$ cat src/rtl/safety_fault_escalator.sv
// Timed fault escalation IRQ -> NMI -> reset pulse -> lockout, stopped by software ack.
// Optional error-event counter is built only when SAFETY_ESC_ERR_CNT_EN is defined.
module safety_fault_escalator #(
   parameter int unsigned NMI_DELAY   = 1024,
   parameter int unsigned RST_DELAY   = 4096,
   parameter int unsigned RST_PULSE_W = 16,
   parameter int unsigned CNT_W       = 16
) (
   input  logic       clk_i,
   input  logic       rst_n_i,
   input  logic       wdg_timeout_i,
   input  logic       wdg_error_i,
   input  logic       fault_ack_i,
   input  logic       fault_clr_i,
   output logic       irq_o,
   output logic       nmi_o,
   output logic       rst_req_o,
   output logic [2:0] state_o,
   output logic [1:0] cause_o,
   output logic [7:0] err_cnt_o
);

   typedef enum logic [2:0] {
      ST_IDLE  = 3'd0,
      ST_IRQ   = 3'd1,
      ST_NMI   = 3'd2,
      ST_RESET = 3'd3,
      ST_LOCK  = 3'd4
   } state_e;

   localparam logic [CNT_W-1:0] NMI_LAST   = CNT_W'(NMI_DELAY - 1);
   localparam logic [CNT_W-1:0] RST_LAST   = CNT_W'(RST_DELAY - 1);
   localparam logic [CNT_W-1:0] PULSE_LAST = CNT_W'(RST_PULSE_W - 1);

   state_e           state_q, state_d;
   logic [CNT_W-1:0] cnt_q, cnt_d;
   logic [1:0]       cause_q, cause_d;
   logic             irq_q, nmi_q, rst_req_q;
   logic             fault;

   assign fault = wdg_timeout_i | wdg_error_i;

   always_comb begin
      state_d = state_q;
      cnt_d   = cnt_q + CNT_W'(1);
      cause_d = cause_q;
      if (fault) begin
         cause_d = cause_q | {wdg_error_i, wdg_timeout_i};
      end
      case (state_q)
         ST_IDLE: begin
            cnt_d = '0;
            if (fault) begin
               state_d = ST_IRQ;
            end else if (fault_clr_i) begin
               cause_d = '0;
            end
         end
         // Ack is tested before expiry so it always wins the tie.
         ST_IRQ: begin
            if (fault_ack_i) begin
               state_d = ST_IDLE;
               cnt_d   = '0;
            end else if (cnt_q == NMI_LAST) begin
               state_d = ST_NMI;
               cnt_d   = '0;
            end
         end
         ST_NMI: begin
            if (fault_ack_i) begin
               state_d = ST_IDLE;
               cnt_d   = '0;
            end else if (cnt_q == RST_LAST) begin
               state_d = ST_RESET;
               cnt_d   = '0;
            end
         end
         ST_RESET: begin
            if (cnt_q == PULSE_LAST) begin
               state_d = ST_LOCK;
               cnt_d   = '0;
            end
         end
         ST_LOCK: begin
            cnt_d = '0;
         end
         default: begin
            state_d = ST_IDLE;
            cnt_d   = '0;
         end
      endcase
   end

   // Outputs are decoded from the next state so they line up with state_o.
   always_ff @(posedge clk_i or negedge rst_n_i) begin
      if (!rst_n_i) begin
         state_q   <= ST_IDLE;
         cnt_q     <= '0;
         cause_q   <= '0;
         irq_q     <= 1'b0;
         nmi_q     <= 1'b0;
         rst_req_q <= 1'b0;
      end else begin
         state_q   <= state_d;
         cnt_q     <= cnt_d;
         cause_q   <= cause_d;
         irq_q     <= (state_d == ST_IRQ) || (state_d == ST_NMI);
         nmi_q     <= (state_d == ST_NMI);
         rst_req_q <= (state_d == ST_RESET);
      end
   end

   assign irq_o     = irq_q;
   assign nmi_o     = nmi_q;
   assign rst_req_o = rst_req_q;
   assign state_o   = state_q;
   assign cause_o   = cause_q;

`ifdef SAFETY_ESC_ERR_CNT_EN
   logic       err_q;
   logic [7:0] err_cnt_q, err_cnt_d;

   always_comb begin
      err_cnt_d = err_cnt_q;
      if ((state_q == ST_IDLE) && fault_clr_i) begin
         err_cnt_d = 8'h00;
      end else if (wdg_error_i && !err_q && (err_cnt_q != 8'hFF)) begin
         err_cnt_d = err_cnt_q + 8'd1;
      end
   end

   always_ff @(posedge clk_i or negedge rst_n_i) begin
      if (!rst_n_i) begin
         err_q     <= 1'b0;
         err_cnt_q <= 8'h00;
      end else begin
         err_q     <= wdg_error_i;
         err_cnt_q <= err_cnt_d;
      end
   end

   assign err_cnt_o = err_cnt_q;
`else
   assign err_cnt_o = 8'h00;
`endif

endmodule

$ cat config.mk
export PLATFORM = sky130hd
export DESIGN_NAME = safety_fault_escalator
export DESIGN_NICKNAME = d
export VERILOG_FILES = /design/src/rtl/safety_fault_escalator.sv
export SDC_FILE = /design/constraint.sdc
export NUM_CORES = 1
export LEC_CHECK = 0
export CORE_MARGIN = 4
export CORE_UTILIZATION = 40
export CTS_CLUSTER_SIZE = 24
export DETAILED_ROUTE_END_ITERATION = 7
export PLACE_DENSITY = 0.66
export SLEW_MARGIN = 20
export SYNTH_ARGS = -nofsm -noshare
export SYNTH_HDL_FRONTEND = slang
export SYNTH_SLANG_ARGS = --single-unit
$ cat constraint.sdc
create_clock -name clk_i -period 6.3 [get_ports clk_i]
set_input_delay 0.63 -clock clk_i [delete_from_list [all_inputs] [get_ports clk_i]]
set_output_delay 0.63 -clock clk_i [all_outputs]
set_load 0.02 [all_outputs]
# Word-level counts from Yosys, hierarchy flattened
# Cells that the tools add are included.
[op_classes]
muxes = 17
bitwise = 2
add_sub_neg = 1
eq_ne = 10
n_reduce_logical = 2
[op_table]
columns = ["operator", "n"]
rows = [
  ["$mux W16", 5],
  ["$pmux W16 S3", 1],
  ["$mux W3", 6],
  ["$add A16 B1 Y16 const B", 1],
  ["$eq A16 B10 Y1 const B", 1],
  ["$eq A16 B12 Y1 const B", 1],
  ["$eq A16 B4 Y1 const B", 1],
  ["$pmux W3 S5", 1],
  ["$eq A3 B2 Y1 const B", 4],
  ["$mux W2", 4],
  ["$eq A3 B1 Y1 const B", 2],
  ["$eq A3 B3 Y1 const B", 1],
  ["$logic_not A3 Y1", 1],
  ["$or A2 B2 Y2", 1],
  ["$logic_or A1 B1 Y1", 1],
  ["$or A1 B1 Y1", 1],
]
[word_totals]
regBits = 24
output_inout_bits = 16
in_bits = 6

# Longest topological paths before layout
[logic_depth]
ltp_word = 6
mapped_depth = 8

# Worst setup path before layout
# Ideal clock, no wire load.
[synth_timing]
kind = "reg-to-reg"
from = "register cnt_q[12]"
to = "register cnt_q[12]"
setup_ns = 0.119
slack_ns = 4.152
arrival_ns = 2.029
path_stages_with_launch = 8
path_cell_list = "dfrtp_1 -> or4_4 -> or4_4 -> o22ai_2 -> and3_1 -> buf_6 -> buf_8 -> nor2_1"
[synth_between]
elab_chain_cells = 4
[synth_lines]
columns = ["element", "line_no", "rtl"]
rows = [
  ["from (decl)", "36", "logic [CNT_W-1:0] cnt_q, cnt_d;"],
  ["from (signal assigned)", "105", "cnt_q <= cnt_d;"],
  ["$add A16 B1 Y16 (tied with other cells)", "45", "cnt_d = cnt_q + CNT_W'(1);"],
  ["$mux W16, on equally long branches", "73, 64", ""],
  ["$mux W16, on equally long branches", "70, 61", ""],
  ["$pmux W16 S3 (*)", "50", "case (state_q)"],
  ["named net cnt_d[12]", "36", ""],
]
# Mark *: on every way through the listed nets, which the timed path passes. The rest lies on a longest branch.

# Worst setup path in the final report
[layout_timing]
from = "register cnt_q[12]"
to = "register cnt_q[6]"
[layout_between]
elab_chain_cells = 4
[layout_lines]
columns = ["element", "line_no"]
rows = [
  ["$eq A16 B12 Y1 / $eq A16 B10 Y1 (equally long branches)", "73, 64"],
  ["$mux W16, on equally long branches", "73, 64"],
  ["$mux W16, on equally long branches", "70, 61"],
  ["$pmux W16 S3 (*)", "50"],
  ["named net cnt_d[6]", "36"],
]
# Marks and branches as above.

==> reports/results.ini <==
[logic_synthesis]
ys_seq_area_frac = 0.480
syn_area_per_cell_um2 = 9.78
synth.area.top_cells = dfrtp_1 (48%), nor2_1 (6.3%), nand3_1 (5.2%)
yosys.area.top_type_share = 0.480
synth_top_family_by_area = simple AND/OR/NAND/NOR gates
synthAdderAreaFrac = 0.0100
synth.most_common_cell = dfrtp_1
synthMuxAreaShare = 0
synth_common_cells = dfrtp_1 (24), nor2_1 (21), nand3_1 (13)
async_flop_share = 1.00
synth_flop_cell = dfrtp_1
syn_inst = 128
ys_warn_count = 0
synth_top_area_cell = dfrtp_1
synth_compound_area_frac = 0.0830
synth_seq_cells = 24
synthDistinctLibCells = 35
synth_xor_area_frac = 0.0840
netlist_area_um2 = 1250
synthSimpleGateAreaFrac = 0.268
synth_edf_count = 0

[floorplanning]
die_w_um = 63.9
pin_count = 22
initial_core_util = 0.413
design.die.area_um2 = 4090
core.rowCount = 20
core_um2 = 3030
die_h_um = 63.9

[routing]
wl_um = 2230
drt-vias-per-instance = 4.99
dr.pass1.iters = 4
wl_per_cell_um = 12.0
vias = 929
ant_nets = 0
drt_iter0_markers = 48
drcViolationCount = 0

[critical_path]
crit_arrival_ps = 2620
start_kind = flop
crit_path_max_fanout = 15
required_ps = 6500
endpoint_kind = flop
critPathKind = reg -> reg

[clocking]
cts_sinks = 24
hold_buffers = 0
postCtsSetupBuffers = 0
clock_path_buffers = 2
cts_buffers = 3
cts_tree = done
cts_resized = 0
htree_num_levels = 1
insertion_delay_ps = 310
clock-root-buffer = clkbuf_4
clkTransAtPathRegs_ps = 130

[timing]
tightestPinTransition_ps = 806
slew_headroom = 0.458
setup_tns_ps = 0
slew_violations = 0
finalSetupViolations = 0
rsz0062_at_grt = no
final.min_clock_period_ps = 2430
final_hold_viol_count = 0
finalCritPeriodShare = 0.385
max_freq_ghz = 0.412
worst_slack_ps = 3870
final.setup_skew_ps = 2.00

[global_routing]
grt_pass1_wl_um = 3940
antenna_found_initial = 0
grt_start_max_net_pins = 25
grtUsageTotal = 0.122
grt_pass1_vias = 883
grt_remaining_overflow = 0

[pwr]
powerDensity_nw_per_um2 = 193
vdd_ir_drop_max_v = 0.0000986
cellLeakagePower_nw = 0.593

[finish]
drive_gt1_frac = 0.0775
n_antenna_cell = 0
nNetsFinal = 150
fill_cells = 303
fin_util = 0.470
synthToLayoutAreaGrowth_pct = 13.8

[place]
hpwl_um = 1640
place_congestion = 0.770
place_ws_ps = 3740
numPortBuffers = 13

[outcome]
status = finished, final reports clean

[hold_path]
hp-class = in -> async

[run]
maxCapViolCount = 0

[worst max-delay path, stage by stage, from the launching register on]
cell and delay [ps]:
dfrtp_1 470, or4_4 560, or4_4 510, o22ai_2 160, and3_1 510, nor2_1 100
[power by group]
group / total [mW] / leakage (nW) / internal, mW / switching, mW
sequential: 0.154 / 0.320 / 0.154 / 0.0000000000000000154
combinational: 0.0103 / 0.245 / 0.00248 / 0.00783
clock: 0.110 / 0.0279 / 0.0643 / 0.0458
total: 0.274 / 0.593 / 0.221 / 0.0536
[final timing paths]
path                                   endpoint                start  slack [ps]  cells past startpoint
max                          cnt_q[6]$_DFF_PN0_  cnt_q[12]$_DFF_PN0_        3870                      5
min                        state_o[1]$_DFF_PN0_              rst_n_i         270                      1
max reg2reg                  cnt_q[6]$_DFF_PN0_  cnt_q[12]$_DFF_PN0_        3870                      5
min reg2reg                  cnt_q[0]$_DFF_PN0_   cnt_q[0]$_DFF_PN0_         470                      1
max in group asynchronous    cnt_q[4]$_DFF_PN0_              rst_n_i        5690                      1
min in group clk_i           cnt_q[0]$_DFF_PN0_   cnt_q[0]$_DFF_PN0_         470                      1
[cells in the final DEF, fill, tap and decap left out]
cell type / count
dfrtp_1: 24
nor2_1: 21
nand3_1: 13
clkdlybuf4s50_1: 12
nand2_1: 10
conb_1: 8
xor2_1: 7
xnor2_1: 5
nor4_1: 3
and3_1: 3
clkbuf_4: 3
nand4_1: 2
nor4b_1: 2
or4_4: 2
nor3_1: 2
o21a_1: 2
o21ai_0: 2
a21oi_1: 2
nor2b_1: 2
a21bo_2: 1
and3b_1: 1
a21boi_0: 1
o22ai_2: 1
and4_1: 1
a22o_1: 1
inv_1: 1
or4_1: 1
a41oi_1: 1
or4b_2: 1
or3_1: 1
a22oi_1: 1
a31o_2: 1
o21ai_1: 1
ha_1: 1
bufinv_16: 1
buf_2: 1
[layer usage]
| metal | track usage | wire [µm] | vias up |
|---|---|---|---|
| met5 | 0 | 0 | - |
| met2 | 0.187 | 1020 | 24 |
| met3 | 0.0281 | 109 | 7 |
| li1 | - | - | 456 |
| met1 | 0.157 | 1040 | 442 |
| met4 | 0.0674 | 53 | 0 |
[final cells by class]
cell class                      count  area, µm²  share of cell area
Clock buffer                        3       22.5              0.0158
Tap cell                           44       55.1              0.0387
Timing Repair Buffer               13        125              0.0879
Clock inverter                      1       30.0              0.0211
Multi-Input combinational cell    100        587               0.412
Sequential cell                    24        601               0.422
Inverter                            1       3.75             0.00264
[sequential cells by signal, summed over array words and instances (netlist names)]
| signal | cells |
|---|---|
| cause_o | 2 |
| cnt_q | 16 |
| irq_o | 1 |
| nmi_o | 1 |
| rst_req_o | 1 |
| state_o | 3 |
[cells by family (layout without fill, tap and decap cells)]
kind of cell             count (synthesis)  count (layout)
AO/OA/AOI/OAI                           14              14
XOR/XNOR                                12              12
adder cells (fa/ha/maj)                  1               1
buffers and inverters                   11              18
flip-flops                              24              24
other                                    1               8
AND/OR/NAND/NOR                         65              65
[per-stage QoR]
step | hold WS, ps | instance area [µm²] | cells | total power [mW]
final | 267 | 1420 | 186 | 0.274
after global routing | 279 | 1420 | 186 | 0.288
after CTS | 474 | 1430 | 186 | 0.279
after detailed placement | 456 | 1380 | 182 | 0.168
after global placement | 451 | 1380 | 182 | 0.168
after floorplan | 334 | 1280 | 135 | 0.165
Power figures use the tool's default switching activity.
